$ cat config.mk
export PLATFORM = sky130hd
export DESIGN_NAME = axis_frame_packer
export DESIGN_NICKNAME = d
export VERILOG_FILES = /design/src/rtl/axis_frame_packer_pkg.sv /design/src/rtl/axis_skid_buffer.sv /design/src/rtl/axis_frame_packer.sv
export SDC_FILE = /design/constraint.sdc
export NUM_CORES = 1
export LEC_CHECK = 0
export ABC_AREA = 1
export BUFFER_PORTS_ARGS = -buffer_cell sky130_fd_sc_hd__buf_4
export CAP_MARGIN = 30
export CORE_ASPECT_RATIO = 1.4
export CORE_MARGIN = 5
export CORE_UTILIZATION = 63
export CTS_BUF_LIST = sky130_fd_sc_hd__clkbuf_16
export CTS_CLUSTER_SIZE = 16
export DETAILED_ROUTE_END_ITERATION = 8
export GPL_ROUTABILITY_DRIVEN = 0
export PLACE_DENSITY = 0.86
export SLEW_MARGIN = 20
export SYNTH_ARGS = -nofsm -noshare
export SYNTH_HDL_FRONTEND = slang
export SYNTH_SLANG_ARGS = --single-unit
$ cat constraint.sdc
create_clock -name aclk -period 11.7 [get_ports aclk]
set_input_delay 1.17 -clock aclk [delete_from_list [all_inputs] [get_ports aclk]]
set_output_delay 1.17 -clock aclk [all_outputs]
set_load 0.005 [all_outputs]
$ cat src/rtl/axis_frame_packer_pkg.sv
// Shared types and helpers for the AXI-Stream frame packer.
package axis_frame_packer_pkg;

  localparam int LOG_LEN_WIDTH = 5;

  typedef enum logic [1:0] {
    ST_IDLE  = 2'd0,
    ST_RUN   = 2'd1,
    ST_DRAIN = 2'd2
  } state_t;

  // Index of the last sample in a frame of 2^log_len samples.
  function automatic logic [31:0] frame_len_max(input logic [LOG_LEN_WIDTH-1:0] log_len);
    return (32'd1 << log_len) - 32'd1;
  endfunction

endpackage

$ cat src/rtl/axis_skid_buffer.sv
// Two-entry registered skid buffer (output register + skid register).
// s_ready comes straight from a flop, so there is no combinational path
// from m_ready back to the upstream stage.
module axis_skid_buffer #(
  parameter int DATA_WIDTH = 33
) (
  input  logic                  aclk,
  input  logic                  areset,
  input  logic                  s_valid,
  output logic                  s_ready,
  input  logic [DATA_WIDTH-1:0] s_data,
  output logic                  m_valid,
  input  logic                  m_ready,
  output logic [DATA_WIDTH-1:0] m_data,
  output logic                  empty
);

  logic                  out_valid;
  logic [DATA_WIDTH-1:0] out_data;
  logic                  skid_valid;
  logic [DATA_WIDTH-1:0] skid_data;
  logic                  out_free;
  logic                  push;

  // Output register may be (re)loaded when empty or being popped this cycle.
  assign out_free = !out_valid || m_ready;
  assign push     = s_valid && !skid_valid;

  // Buffer state: skid drains into the output first, otherwise new beats go
  // to the output when it is free or into the skid when the output is stalled.
  always_ff @(posedge aclk or posedge areset) begin
    // NOTE: the data registers are reset as well as the valid flags so the
    // master bus reads zero straight out of reset, not stale contents.
    if (areset) begin
      out_valid  <= 1'b0;
      out_data   <= '0;
      skid_valid <= 1'b0;
      skid_data  <= '0;
    end else if (out_free) begin
      // NOTE: non-blocking assignments keep every flop sampling the
      // pre-edge values, regardless of statement order.
      if (skid_valid) begin
        out_valid  <= 1'b1;
        out_data   <= skid_data;
        skid_valid <= 1'b0;
      end else begin
        out_valid <= push;
        if (push) begin
          out_data <= s_data;
        end
      end
    end else if (push) begin
      skid_valid <= 1'b1;
      skid_data  <= s_data;
    end
  end

  assign s_ready = !skid_valid;
  assign m_valid = out_valid;
  assign m_data  = out_data;
  assign empty   = !out_valid && !skid_valid;

endmodule

$ cat src/rtl/axis_frame_packer.sv
// Frames the decimated sample stream into packets of 2^log_frame_length
// samples, marking the final sample with tlast. Run/stop control always
// stops on a frame boundary; frame_count tallies delivered frames.
module axis_frame_packer
  import axis_frame_packer_pkg::*;
#(
  parameter int AXIS_TDATA_WIDTH = 32
) (
  input  logic                        aclk,
  input  logic                        areset,
  input  logic                        enable,
  input  logic [LOG_LEN_WIDTH-1:0]    log_frame_length,
  output logic                        busy,
  output logic [31:0]                 frame_count,
  output logic                        S_AXIS_tready,
  input  logic                        S_AXIS_tvalid,
  input  logic [AXIS_TDATA_WIDTH-1:0] S_AXIS_tdata,
  input  logic                        M_AXIS_tready,
  output logic                        M_AXIS_tvalid,
  output logic [AXIS_TDATA_WIDTH-1:0] M_AXIS_tdata,
  output logic                        M_AXIS_tlast
);

  state_t      state_q;
  state_t      state_d;
  logic [31:0] index_q;
  logic [31:0] len_max_q;

  logic        buf_s_valid;
  logic        buf_s_ready;
  logic        buf_empty;
  logic        last_beat;
  logic        run_push;
  logic [AXIS_TDATA_WIDTH:0] buf_m_data;

  assign last_beat = (index_q == len_max_q);
  // Only beats accepted while running enter the buffer; IDLE swallows them.
  assign run_push    = (state_q == ST_RUN) && S_AXIS_tvalid && buf_s_ready;
  assign buf_s_valid = (state_q == ST_RUN) && S_AXIS_tvalid;

  axis_skid_buffer #(
    .DATA_WIDTH(AXIS_TDATA_WIDTH + 1)
  ) u_skid (
    .aclk    (aclk),
    .areset  (areset),
    .s_valid (buf_s_valid),
    .s_ready (buf_s_ready),
    .s_data  ({last_beat, S_AXIS_tdata}),
    .m_valid (M_AXIS_tvalid),
    .m_ready (M_AXIS_tready),
    .m_data  (buf_m_data),
    .empty   (buf_empty)
  );

  assign M_AXIS_tlast = buf_m_data[AXIS_TDATA_WIDTH];
  assign M_AXIS_tdata = buf_m_data[AXIS_TDATA_WIDTH-1:0];

  // State register.
  always_ff @(posedge aclk or posedge areset) begin
    if (areset) begin
      state_q <= ST_IDLE;
    end else begin
      state_q <= state_d;
    end
  end

  // Next-state and state-decoded outputs.
  always_comb begin
    // NOTE: every output gets a default before the case so no path leaves
    // one unassigned, which would infer a latch.
    state_d       = state_q;
    S_AXIS_tready = 1'b0;
    busy          = 1'b1;
    unique case (state_q)
      ST_IDLE: begin
        S_AXIS_tready = 1'b1;
        busy          = 1'b0;
        if (enable) begin
          state_d = ST_RUN;
        end
      end
      ST_RUN: begin
        S_AXIS_tready = buf_s_ready;
        if (run_push && last_beat && !enable) begin
          state_d = ST_DRAIN;
        end
      end
      ST_DRAIN: begin
        if (buf_empty) begin
          state_d = ST_IDLE;
        end
      end
      default: begin
        state_d = ST_IDLE;
      end
    endcase
  end

  // Position within the frame; frame length is latched only at frame start.
  always_ff @(posedge aclk or posedge areset) begin
    if (areset) begin
      index_q   <= '0;
      len_max_q <= '0;
    end else if ((state_q == ST_IDLE) && enable) begin
      index_q   <= '0;
      len_max_q <= frame_len_max(log_frame_length);
    end else if (run_push) begin
      if (last_beat) begin
        index_q <= '0;
        if (enable) begin
          len_max_q <= frame_len_max(log_frame_length);
        end
      end else begin
        index_q <= index_q + 32'd1;
      end
    end
  end

  // Completed frames: counted on the tlast handshake at the output.
  always_ff @(posedge aclk or posedge areset) begin
    if (areset) begin
      frame_count <= '0;
    end else if (M_AXIS_tvalid && M_AXIS_tready && M_AXIS_tlast) begin
      frame_count <= frame_count + 32'd1;
    end
  end

endmodule

==> metrics.md <==
| Metric | Value |
|---|---|
| Core Box Area | `0.0139 mm²` |
| Post-CTS Hold Buffers | `0` |
| Switching pwr | `0.687 mW` |
| Via count | `7838` |
| DR iter-0 viols | `728` |
| Dpl hpwl | `15300 µm` |
| Mean cell area of the mapped netlist | `8.01 µm²` |
| Worst VDD drop | `0.113 mV` |
| Min Clock Period, post-route | `2.79 ns` |
| Die footprint | `0.0167 mm²` |
| Maximum fanout along the worst path | `35` |
| Max Freq | `359 MHz` |
| Slew Viols, Final | `0` |
| Max-slew headroom at the worst pin | `0.487` |
| Total congestion overflow | `0` |
| Setup_tns | `0 ns` |
| Worst-Margin Slew | `0.769 ns` |
| CP required | `12.01 ns` |
| Synth area leader | `dfrtp_1` |
| Share of the synthesized area in the top cell type | `0.465` |
| Max Root-Sink Buffers | `2` |
| Mapped Cells | `1116` |
| Post-Place Worst Slack | `8.57 ns` |
| Clock group share of total power | `0.282` |
| Initial core utilization | `0.643` |
| DRC Markers | `0` |
| Die height | `151 µm` |
| Post-CTS Repair Setup Buffers | `0` |
| EDFF count, synth | `0` |
| Final Hold Viols | `0` |
| Pwr per Cell Area | `191 mW/mm²` |
| CTS tree | `yes` |
| Diodes inserted | `0` |
| Final Skew | `0.0104 ns` |
| Combinational share of power | `0.277` |
| # H-tree levels | `4` |
| DRT Pass-1 Iters | `5` |
| # clock sinks | `166` |
| #FFs+latches synth | `166` |
| Final setup violation count | `0` |
| Int Pwr | `1.32 mW` |
| All-Layer GR Usage | `0.273` |
| Routed Wire Length | `22200 µm` |
| Row count | `51` |
| Fin worst setup slack | `8.91 ns` |
| Top-count cell post-synth | `nand2_1` |
| Reg clk slew, reported paths | `0.07 ns` |
| Global-route wire length before repair | `37200 µm` |
| Top cells by area, synth | `dfrtp_1, nand2_1, nor2_1` |
| Latest clock arrival within the worst-skew pair | `0.42 ns` |
| Synthesized area | `0.00894 mm²` |
| Status | `finished, final reports clean` |
| Critical Path Start Type | `flop` |
| Unrepaired setup endpoints after global routing | `false` |
| Switching Fraction | `0.343` |
| Primary FF master, synth | `dfrtp_1` |
| Maxcap violations | `0` |
| Distinct cells, synth | `36` |
| Average wire per standard cell | `15.7 µm` |
| Leakage Power | `5.12 nW` |
| Top cells by count, synth | `nand2_1, dfrtp_1, nor2_1` |
| CP Capture Type | `flop` |
| Crit path arrival time | `3.10 ns` |
| Synth-to-layout area growth | `17.1%` |
| Post-route ant nets | `0` |
| Final worst path period share | `0.238` |
| Pin count of the biggest net entering global routing | `106` |
| Ys Warns | `0` |
| Initial antenna violation count | `0` |
| Ports | `110` |
| Die X | `111 µm` |
| Min-delay worst type | `flop to flop` |
| Sequential-to-total area share from yosys stat | `0.465` |
| Layout cells sized above 1 | `0.195` |
| Vias in the first global route | `7713` |
| Syn_nets | `1161` |
| Total CTS buffers | `17` |
| Via-per-instance ratio | `5.55` |
| Critical setup path kind | `flop to flop` |
| # port buffers | `109` |
| FFs w/ async S/R, synth | `1.00` |
| Layout Nets | `1260` |
| Reg power frac | `0.441` |
| PostCTS Resize Cnt | `0` |
| Clk root buf | `clkbuf_16` |
| Setup slack, reg-to-reg | `8.91 ns` |
[per-layer routing]
layer | track usage | wire, µm | vias to the layer above | share of wire
met1 | 0.320 | 8720 | 3666 | 0.39
met4 | 0.141 | 1130 | 0 | 0.051
li1 | - | - | 3754 | -
met2 | 0.481 | 11200 | 312 | 0.51
met5 | 0 | 0 | - | 0
met3 | 0.0508 | 1120 | 106 | 0.051
[layout by cell type (no fill, tap or decap), types with 8 or more instances in the layout]
cell type | synthesis | final
inv_1 | 96 | 95
buf_4 | 6 | 114
o21ai_1 | 12 | 11
nor3_1 | 32 | 32
nand3_1 | 60 | 60
inv_2 | 16 | 16
xor2_1 | 35 | 35
nor2_1 | 146 | 145
nand4_1 | 19 | 19
nand2_1 | 327 | 327
dfrtp_1 | 166 | 166
nor2_2 | 8 | 8
a21oi_1 | 8 | 8
xnor2_1 | 29 | 29
clkbuf_16 | 0 | 17
a31oi_1 | 33 | 33
nor2_4 | 7 | 8
o21ai_2 | 14 | 15
mux2_2 | 32 | 32
[worst max-delay path, stage by stage (launching register included)]
cell,delay [ns]
dfrtp_1,0.40
inv_2,0.48
nand3_2,0.25
nand2_2,0.40
nand3_2,0.58
buf_16,0.40
nand2_1,0.10
o21ai_2,0.05
[logic make-up (layout without fill, tap and decap cells)]
group           count (synthesis)  after routing  synth area share
compound gates                 80             80            0.0565
xor+xnor                       64             64            0.0627
buf+inv                       148            260            0.0725
flops                         166            166             0.465
fa+ha+maj                       3              3           0.00420
simple gates                  623            623             0.299
mux                            32             32            0.0403
[per-stage QoR]
stage | hold slack, ns | total power, mW | instance area, µm² | utilization | cells
5_1_grt | 0.512 | 2.12 | 10500 | 0.753 | 1413
6_report | 0.484 | 2.00 | 10500 | 0.753 | 1413
2_1_floorplan | 0.453 | 1.23 | 8940 | - | 1116
3_3_place_gp | 0.460 | 1.40 | 9820 | 0.706 | 1379
3_5_place_dp | 0.476 | 1.43 | 9850 | 0.708 | 1380
4_1_cts | 0.486 | 2.01 | 10400 | 0.751 | 1412
[path summary, 6_finish.rpt]
| check | startpoint | endpoint | cells past startpoint |
|---|---|---|---|
| worst max-delay path | u_skid.skid_valid$_DFFE_PP0P_ | len_max_q[0]$_DFFE_PP0P_ | 7 |
| worst min-delay path | frame_count[31]$_DFFE_PP0P_ | frame_count[31]$_DFFE_PP0P_ | 1 |
| worst max register to register | u_skid.skid_valid$_DFFE_PP0P_ | len_max_q[0]$_DFFE_PP0P_ | 7 |
| worst min register to register | frame_count[31]$_DFFE_PP0P_ | frame_count[31]$_DFFE_PP0P_ | 1 |
| max in group asynchronous | areset | u_skid.m_data[15]$_DFFE_PP0P_ | 3 |
| min in group asynchronous | areset | frame_count[8]$_DFFE_PP0P_ | 2 |
[registers in the layout, indices dropped and copies added, names as in the netlist]
name	flops
u_skid.m_data	33
u_skid.skid_data	33
frame_count	32
index_q	32
len_max_q	32
state_q	2
u_skid.m_valid	1
u_skid.skid_valid	1
[layout make-up]
class | count | area, µm²
multi-input cells | 802 | 4150
inverters | 112 | 425
clock inverters | 15 | 175
flip-flops and latches | 166 | 4150
well taps | 185 | 231
clock buffers | 17 | 425
fillers | 985 | 3440
repair buffers | 116 | 911
[power by group through the flow]
stage | Sequential (mW) | Clock [mW] | Combinational (mW)
after floorplan | 0.857 | 0 | 0.371
after global placement | 0.878 | 0 | 0.519
after detailed placement | 0.885 | 0 | 0.546
after CTS | 0.880 | 0.569 | 0.557
after global routing | 0.904 | 0.594 | 0.624
final | 0.883 | 0.564 | 0.555
Note: power is estimated with default switching activity, not from simulation.
